**src/rtl/fatori_mon_lsu_err_ctrl.sv**
```systemverilog
// ============================================================================
// Module   : fatori_mon_lsu_err_ctrl
// Brief    : Recovery sequencer for the M-of-N hardened LSU: drain, replica
//            resync pulse and sticky fatal escalation on recurring majority
//            errors. Optional error counters enabled by FATORI_MON_ERRCNT_EN.
// Revision : 1.0 - initial release
// ============================================================================
`default_nettype none

module fatori_mon_lsu_err_ctrl #(
  parameter int CNT_W          = 16,
  parameter int MAJ_LIMIT      = 3,
  parameter int QUIET_CYCLES   = 1024,
  parameter int RECOVER_CYCLES = 4,
  parameter int DRAIN_TIMEOUT  = 255
) (
  input  logic             clk_i,
  input  logic             rst_ni,
  input  logic             min_err_i,
  input  logic             maj_err_i,
  input  logic             scrub_occurred_i,
  input  logic             lsu_busy_i,
  input  logic             clr_i,
  output logic             halt_req_o,
  output logic             recover_req_o,
  output logic             fatal_o,
  output logic [1:0]       state_o,
  output logic [CNT_W-1:0] min_cnt_o,
  output logic [CNT_W-1:0] maj_cnt_o,
  output logic [CNT_W-1:0] scrub_cnt_o
);

  localparam logic [1:0] c_ST_IDLE    = 2'd0;
  localparam logic [1:0] c_ST_DRAIN   = 2'd1;
  localparam logic [1:0] c_ST_RECOVER = 2'd2;
  localparam logic [1:0] c_ST_FATAL   = 2'd3;

  localparam int c_QUIET_W  = $clog2(QUIET_CYCLES + 1);
  localparam int c_DRAIN_W  = $clog2(DRAIN_TIMEOUT + 1);
  localparam int c_REC_W    = $clog2(RECOVER_CYCLES + 1);
  localparam int c_STREAK_W = $clog2(MAJ_LIMIT + 1);

  localparam logic [c_QUIET_W-1:0]  c_QUIET_LAST = c_QUIET_W'(QUIET_CYCLES - 1);
  localparam logic [c_DRAIN_W-1:0]  c_DRAIN_LAST = c_DRAIN_W'(DRAIN_TIMEOUT - 1);
  localparam logic [c_REC_W-1:0]    c_REC_LAST   = c_REC_W'(RECOVER_CYCLES - 1);
  localparam logic [c_STREAK_W-1:0] c_STREAK_MAX = c_STREAK_W'(MAJ_LIMIT);

  logic [1:0]            r_state,  w_state_nxt;
  logic [c_STREAK_W-1:0] r_streak, w_streak_nxt;
  logic [c_QUIET_W-1:0]  r_quiet,  w_quiet_nxt;
  logic [c_DRAIN_W-1:0]  r_drain,  w_drain_nxt;
  logic [c_REC_W-1:0]    r_rec,    w_rec_nxt;
  logic                  r_halt, r_recover, r_fatal;

  // Side counters are zero by default so they restart on every state entry.
  always_comb begin
    w_state_nxt  = r_state;
    w_streak_nxt = r_streak;
    w_quiet_nxt  = '0;
    w_drain_nxt  = '0;
    w_rec_nxt    = '0;
    case (r_state)
      c_ST_IDLE: begin
        if (maj_err_i) begin
          w_state_nxt = c_ST_DRAIN;
        end else if (r_quiet == c_QUIET_LAST) begin
          w_streak_nxt = '0;
        end else begin
          w_quiet_nxt = r_quiet + 1'b1;
        end
      end
      c_ST_DRAIN: begin
        if (!lsu_busy_i) begin
          w_state_nxt = c_ST_RECOVER;
          if (r_streak != c_STREAK_MAX) w_streak_nxt = r_streak + 1'b1;
        end else if (r_drain == c_DRAIN_LAST) begin
          w_state_nxt = c_ST_FATAL;
        end else begin
          w_drain_nxt = r_drain + 1'b1;
        end
      end
      c_ST_RECOVER: begin
        if (maj_err_i) begin
          w_rec_nxt = '0;
        end else if (r_rec == c_REC_LAST) begin
          w_state_nxt = (r_streak >= c_STREAK_MAX) ? c_ST_FATAL : c_ST_IDLE;
        end else begin
          w_rec_nxt = r_rec + 1'b1;
        end
      end
      c_ST_FATAL: begin
        if (clr_i) begin
          w_state_nxt  = c_ST_IDLE;
          w_streak_nxt = '0;
        end
      end
      default: w_state_nxt = c_ST_IDLE;
    endcase
  end

  // Outputs are decoded from the next state so they are flops aligned with state_o.
  always_ff @(posedge clk_i or negedge rst_ni) begin
    if (!rst_ni) begin
      r_state   <= c_ST_IDLE;
      r_streak  <= '0;
      r_quiet   <= '0;
      r_drain   <= '0;
      r_rec     <= '0;
      r_halt    <= 1'b0;
      r_recover <= 1'b0;
      r_fatal   <= 1'b0;
    end else begin
      r_state   <= w_state_nxt;
      r_streak  <= w_streak_nxt;
      r_quiet   <= w_quiet_nxt;
      r_drain   <= w_drain_nxt;
      r_rec     <= w_rec_nxt;
      r_halt    <= (w_state_nxt != c_ST_IDLE);
      r_recover <= (w_state_nxt == c_ST_RECOVER);
      r_fatal   <= (w_state_nxt == c_ST_FATAL);
    end
  end

  assign state_o       = r_state;
  assign halt_req_o    = r_halt;
  assign recover_req_o = r_recover;
  assign fatal_o       = r_fatal;

`ifdef FATORI_MON_ERRCNT_EN
  logic [2:0]       w_cnt_inc;
  logic [CNT_W-1:0] w_cnt [3];

  assign w_cnt_inc = {scrub_occurred_i, maj_err_i, min_err_i};

  for (genvar gi = 0; gi < 3; gi++) begin : g_errcnt
    logic [CNT_W-1:0] r_cnt;
    always_ff @(posedge clk_i or negedge rst_ni) begin
      if (!rst_ni) begin
        r_cnt <= '0;
      end else if (clr_i) begin
        r_cnt <= '0;
      end else if (w_cnt_inc[gi] && (r_cnt != {CNT_W{1'b1}})) begin
        r_cnt <= r_cnt + 1'b1;
      end
    end
    assign w_cnt[gi] = r_cnt;
  end

  assign min_cnt_o   = w_cnt[0];
  assign maj_cnt_o   = w_cnt[1];
  assign scrub_cnt_o = w_cnt[2];
`else
  logic w_unused_cnt_in;
  assign w_unused_cnt_in = ^{min_err_i, scrub_occurred_i};

  assign min_cnt_o   = '0;
  assign maj_cnt_o   = '0;
  assign scrub_cnt_o = '0;
`endif

endmodule

`default_nettype wire
```
**config.mk**
```make
export PLATFORM = sky130hd
export DESIGN_NAME = fatori_mon_lsu_err_ctrl
export DESIGN_NICKNAME = d
export VERILOG_FILES = /design/src/rtl/fatori_mon_lsu_err_ctrl.sv
export SDC_FILE = /design/constraint.sdc
export NUM_CORES = 1
export LEC_CHECK = 0
export CAP_MARGIN = 20
export CELL_PAD_IN_SITES_DETAIL_PLACEMENT = 1
export CELL_PAD_IN_SITES_GLOBAL_PLACEMENT = 2
export CORE_MARGIN = 5
export CORE_UTILIZATION = 28
export CTS_BUF_LIST = sky130_fd_sc_hd__clkbuf_4
export DETAILED_ROUTE_END_ITERATION = 10
export GPL_TIMING_DRIVEN = 1
export MAX_ROUTING_LAYER = met4
export PLACE_DENSITY = 0.92
export SETUP_SLACK_MARGIN = 0.05
export SYNTH_ARGS = -nofsm -noshare
export SYNTH_HDL_FRONTEND = slang
export SYNTH_SLANG_ARGS = --single-unit
```
**constraint.sdc**
```tcl
create_clock -name clk_i -period 2.6 [get_ports clk_i]
set_clock_uncertainty 0.2 [all_clocks]
set_input_delay 0.26 -clock clk_i [delete_from_list [all_inputs] [get_ports clk_i]]
set_output_delay 0.26 -clock clk_i [all_outputs]
set_load 0.1 [all_outputs]
```
# Yosys cells after proc, flatten, opt, wreduce, memory -nomap -nowiden

Index checks and enable logic that the tools add are counted.

Bits in read-only memories: 0
Latch bits: 0
Output and inout bits: 53
Word-level logic and storage cells: 54
Memories kept: 0
Bits in registers: 29
RAM bits: 0
Input bits: 7

Bitwise gates (word level): 0
Div/mod/pow operators: 0
$lt $le $gt $ge: 1
Reduce and logical (&&, ||, !) cells: 4
Muxes and demuxes: 23
Shift-type cells: 0
$mul: 0
Add/sub/neg operators: 4
Eq/ne operators: 14

Operator list:

| cell                                                     | number |
|---|---|
| two-way mux 11 bit                                       | 3 |
| two-way mux 2 bit                                        | 12 |
| two-way mux 8 bit                                        | 3 |
| != test 2 bit, second input constant                     | 6 |
| adder 11 x 1 -> 11 bit, second input constant            | 1 |
| == test 11 x 10 -> 1 bit, second input constant          | 1 |
| two-way mux 3 bit                                        | 3 |
| adder 8 x 1 -> 8 bit, second input constant              | 1 |
| == test 2 bit, second input constant                     | 4 |
| == test 8 bit, second input constant                     | 1 |
| one-hot mux 2 bit (4 select lines)                       | 1 |
| one-hot mux 2 bit (3 select lines)                       | 1 |
| AND reduction 6 bit                                      | 1 |
| adder 3 x 1 -> 3 bit, second input constant              | 1 |
| == test 3 x 2 -> 1 bit, second input constant            | 1 |
| nonzero test 3 bit                                       | 1 |
| adder 2 x 1 -> 2 bit, second input constant              | 1 |
| == test 2 x 1 -> 1 bit, second input constant            | 1 |
| greater-or-equal comparator 2 bit, second input constant | 1 |
| logical NOT 2 bit                                        | 1 |
| nonzero test 2 bit                                       | 1 |

# Logic depth before layout (Yosys ltp)

Depth after elaboration: 6
Mapped depth: 7

# Worst setup path after synthesis

No wires, ideal clock.

Kind: register to register
Start: reg r_state[1], in the netlist state_o[1]
End: reg r_recover, in the netlist recover_req_o
Path buffers: 1
Arrival time: 2.354 ns
Period minus slack after synthesis: 2.649 ns
Setup slack: -0.049 ns
Cell stages (with the launch flop): 8
Cell sequence: dfrtp_1 > inv_1 > ha_1 > clkbuf_1 > a221oi_2 > o221ai_2 > nand2b_1 > a221oi_2

Word-level cells in the longest chain between the ends: 4

RTL lines:

| element                                     | line   | source |
|---|---|---|
| start, declared                             | 48     | `logic [1:0] r_state, w_state_nxt;` |
| start signal, assigned                      | 104    | `r_state <= c_ST_IDLE;` |
| start signal, assigned                      | 113    | `r_state <= w_state_nxt;` |
| two-way mux 2 bit, on equally long branches | 85, 76 |  |
| two-way mux 2 bit, on equally long branches | 83, 73 |  |
| one-hot mux 2 bit (4 select lines) (*)      | 62     | `case (r_state)` |
| == test 2 bit (*)                           | 119    | `r_recover <= (w_state_nxt == c_ST_RECOVER);` |
| end signal, assigned                        | 119    |  |
| end, declared                               | 53     | `logic r_halt, r_recover, r_fatal;` |

Every way passes the cells marked *; elsewhere a longest branch is shown, timed or not.
A chain may end at the register's enable or synchronous reset.

# Worst setup path in the final report

Start: reg r_rec[0]
End: reg r_recover, in the netlist recover_req_o

Word-level cells in the longest chain between the ends: 5

RTL lines:

| element                            | line | source |
|---|---|---|
| start, declared                    | 52   | `logic [c_REC_W-1:0] r_rec, w_rec_nxt;` |
| start signal, assigned             | 117  | `r_rec <= w_rec_nxt;` |
| == test 3 x 2 -> 1 bit             | 85   | `end else if (r_rec == c_REC_LAST) begin` |
| two-way mux 2 bit                  | 85   |  |
| two-way mux 2 bit                  | 83   | `if (maj_err_i) begin` |
| one-hot mux 2 bit (4 select lines) | 62   |  |
| == test 2 bit                      | 119  |  |

No other way between the ends.

==> metrics.csv <==
stage,metric,value,unit
setup_path,required time of the worst setup path,2650,ps
global_route,total grt overflow,0,
floorplanning,die area,8190,um2
floorplanning,height of the chip,90.5,um
drt,DRT Pass-1 Iters,4,
setup_path,crit path capture type,flop,
layout,Multi-input gate area,871,um2
clock_tree,Root Driver,clkbuf_4,
timing,fin worst setup slack,475,ps
timing,Tcrit/Tclk final,0.817,
layout,number of diodes,0,
global_route,first-pass GRT wire length,5.62,mm
drt,Routed Antenna Nets,0,
timing,Slew Limit Fails,0,
min_path,Hold Path Class,primary input to asynchronous set/reset pin,
layout,"commonest non-fill, non-tap cell in the layout",conb_1,
timing,post-layout min period,2120,ps
clock_tree,post-cts repair resize count,0,
floorplanning,FP Rows,29,
pwr,pwr dens,1010,nW/um2
setup_path,critical path's slowest cell,or3b_4,
floorplanning,core area,6310,um2
pwr,LEAKAGE,0.902,nW
yosys,Cells after Synth,189,
clock_tree,largest buffer count on any clock path,2,
layout,Fillers,771,
global_route,Overall Global Routing Usage,0.0876,
layout,Nets,220,
placement,DP HPWL,2.59,mm
clock_tree,"CTS clk-pin slew, worst paths",100,ps
global_route,routing usage on met2,0.148,
drt,via count,1163,
clock_tree,CTS tree,yes,
placement,Port Buffers,9,
floorplanning,# IOs,60,
placement,pre-CTS setup slack,258,ps
setup_path,CP most frequent cell,a221oi_2,
pwr,Worst VDD drop,435,uV
timing,Setup Viol. Count Final,0,
layout,Util after Layout,0.295,
setup_path,CP Class,flop to flop,
layout,layout cells sized above 1,0.0878,
drt,wire per inst,12.0,um
global_route,M3 GR Usage,0.0342,
placement,gpl congestion,0.735,
setup_path,CP Data Arrival Time,2170,ps
layout,Area growth syn-to-layout,2.55,%
layout,Register Area,728,um2
clock_tree,Num CTS Buffers,5,
drt,Via density,4.12,
timing,post-route setup TNS,0,ps
global_route,largest net degree at the start of global routing,30,
yosys,synthesized flop and latch total,29,
setup_path,worst-path cell chain,"ha_1, or3b_4, a221oi_2, o221ai_2, nand2b_1, a221oi_2",
clock_tree,H-tree levels,2,
timing,FMAX,0.471,GHz
timing,Final Hold Fails,0,
clock_tree,clock latency on the worst-skew pair,330,ps
clock_tree,# hold bufs at CTS,0,
floorplanning,Die Wd,90.5,um
setup_path,crit path launch type,flop,
yosys,Avg Inst Size Synth,9.60,um2
global_route,met1 Resource Use GR,0.0915,
floorplanning,Initial Util,0.287,
setup_path,CP Max Fanout,4,
timing,worst slew pin tran,552,ps
global_route,vias in the first global route,1207,
clock_tree,TritonCTS Sinks,29,
drt,# DRC,0,
yosys,"Seq/Total Area, Yosys",0.400,
flow_run,Max Cap Violations,0,
setup_path,worst stage delay on the critical path,410,ps
timing,RSZ-0062 raised after global routing,no,
global_route,gr busiest metal,met2,
layout,most frequent cells in the layout,"conb_1, dfrtp_1, nor2_1",
yosys,count of cell types in the netlist,29,
yosys,Synth Warn #,0,
yosys,Mapped Area,1810,um2
drt,Starting DRT DRC Count,25,
drt,"wirelength, routed",3.39,mm
timing,Slew HR,0.629,
outcome,status,finished clean,
global_route,initial antenna violation count,0,
clock_tree,setup bufs post-CTS,0,
[registers in the layout (all words and copies together), names as in the netlist]
signal and cells:
fatal_o 1, halt_req_o 1, r_drain 8, r_quiet 11, r_rec 3, r_streak 2, recover_req_o 1, state_o 2
[stage by stage]
stage / area [um2] / hold WS, ps / total power, W / std cells
detailed placement: 1810 / 226 / 0.00164 / 274
floorplan: 1990 / -236 / 0.00152 / 236
CTS: 1860 / 124 / 0.00192 / 282
finish: 1860 / 111 / 0.00188 / 282
global route: 1860 / 141 / 0.00200 / 282
global placement: 1810 / 218 / 0.00162 / 274
[per-layer routing]
layer	part of all wire	vias up	routed length [um]
met1	0.39	570	1340
li1	-	555	-
met3	0.073	6	248
met2	0.52	32	1760
met4	0.012	0	42
met5	0	-	0
[cell type report]
| class | count | share of cell area |
|---|---|---|
| multi-input cells | 150 | 0.468 |
| flip-flops and latches | 29 | 0.391 |
| well taps | 77 | 0.0518 |
| repair buffers | 10 | 0.0457 |
| clock buffers | 5 | 0.0202 |
| inverters | 8 | 0.0161 |
| clock inverters | 3 | 0.00672 |
[worst max-delay path: cells and delay by family, from the launching register on]
family | cells | cell delay [ps]
flip-flops | 1 | 370
AO/OA/AOI/OAI | 3 | 660
AND/OR/NAND/NOR | 2 | 590
adder cells (fa/ha/maj) | 1 | 220
[path summary, 6_finish.rpt]
| path | startpoint | endpoint | slack [ps] | cells after the start |
|---|---|---|---|---|
| max | r_rec[0] | recover_req_o | 480 | 6 |
| min | rst_ni | r_drain[4] | 110 | 2 |
| max reg2reg | r_rec[0] | recover_req_o | 480 | 6 |
| min reg2reg | r_rec[0] | r_rec[0] | 250 | 1 |
| max in group asynchronous | rst_ni | state_o[1] | 1770 | 2 |
| min in group clk_i | r_rec[0] | r_rec[0] | 250 | 1 |
[power by group]
group | switching (W) | leakage, nW | internal (W)
sequential | 0.0000680 | 0.393 | 0.000521
clock | 0.000164 | 0.0300 | 0.0000975
combinational | 0.000814 | 0.478 | 0.000220
total | 0.00105 | 0.902 | 0.000838
[Yosys cell counts]
cell type,count,share of area
buf_4,48,0.20
dfrtp_1,29,0.40
nor2_1,24,0.050
nand2_1,11,0.023
ha_1,9,0.062
nand3_1,9,0.025
xor2_1,9,0.043
inv_1,8,0.017
nor2b_1,5,0.017
xnor2_1,5,0.024
nand2b_1,4,0.014
and3_1,3,0.010
mux2i_1,3,0.017
nand4_1,3,0.010
a21oi_1,2,0.0055
a221oi_2,2,0.017
a41oi_1,2,0.0097
and4_1,2,0.0097
a221oi_1,1,0.0048
clkbuf_1,1,0.0021
conb_1,1,0.0021
mux2_1,1,0.0062
nor3b_1,1,0.0041
o21ai_0,1,0.0028
o21ai_1,1,0.0028
o221ai_2,1,0.0083
o31ai_1,1,0.0041
o32ai_1,1,0.0048
or3b_4,1,0.0062
[cells by family after synthesis]
kind of cell	count (synthesis)	share of synthesized area
flip-flops	29	0.400
AO/OA/AOI/OAI	12	0.0593
multiplexers	4	0.0228
XOR/XNOR	14	0.0676
buffers and inverters	57	0.217
other	1	0.00207
AND/OR/NAND/NOR	63	0.169
adder cells (fa/ha/maj)	9	0.0621
Power figures use the tool's default switching activity.
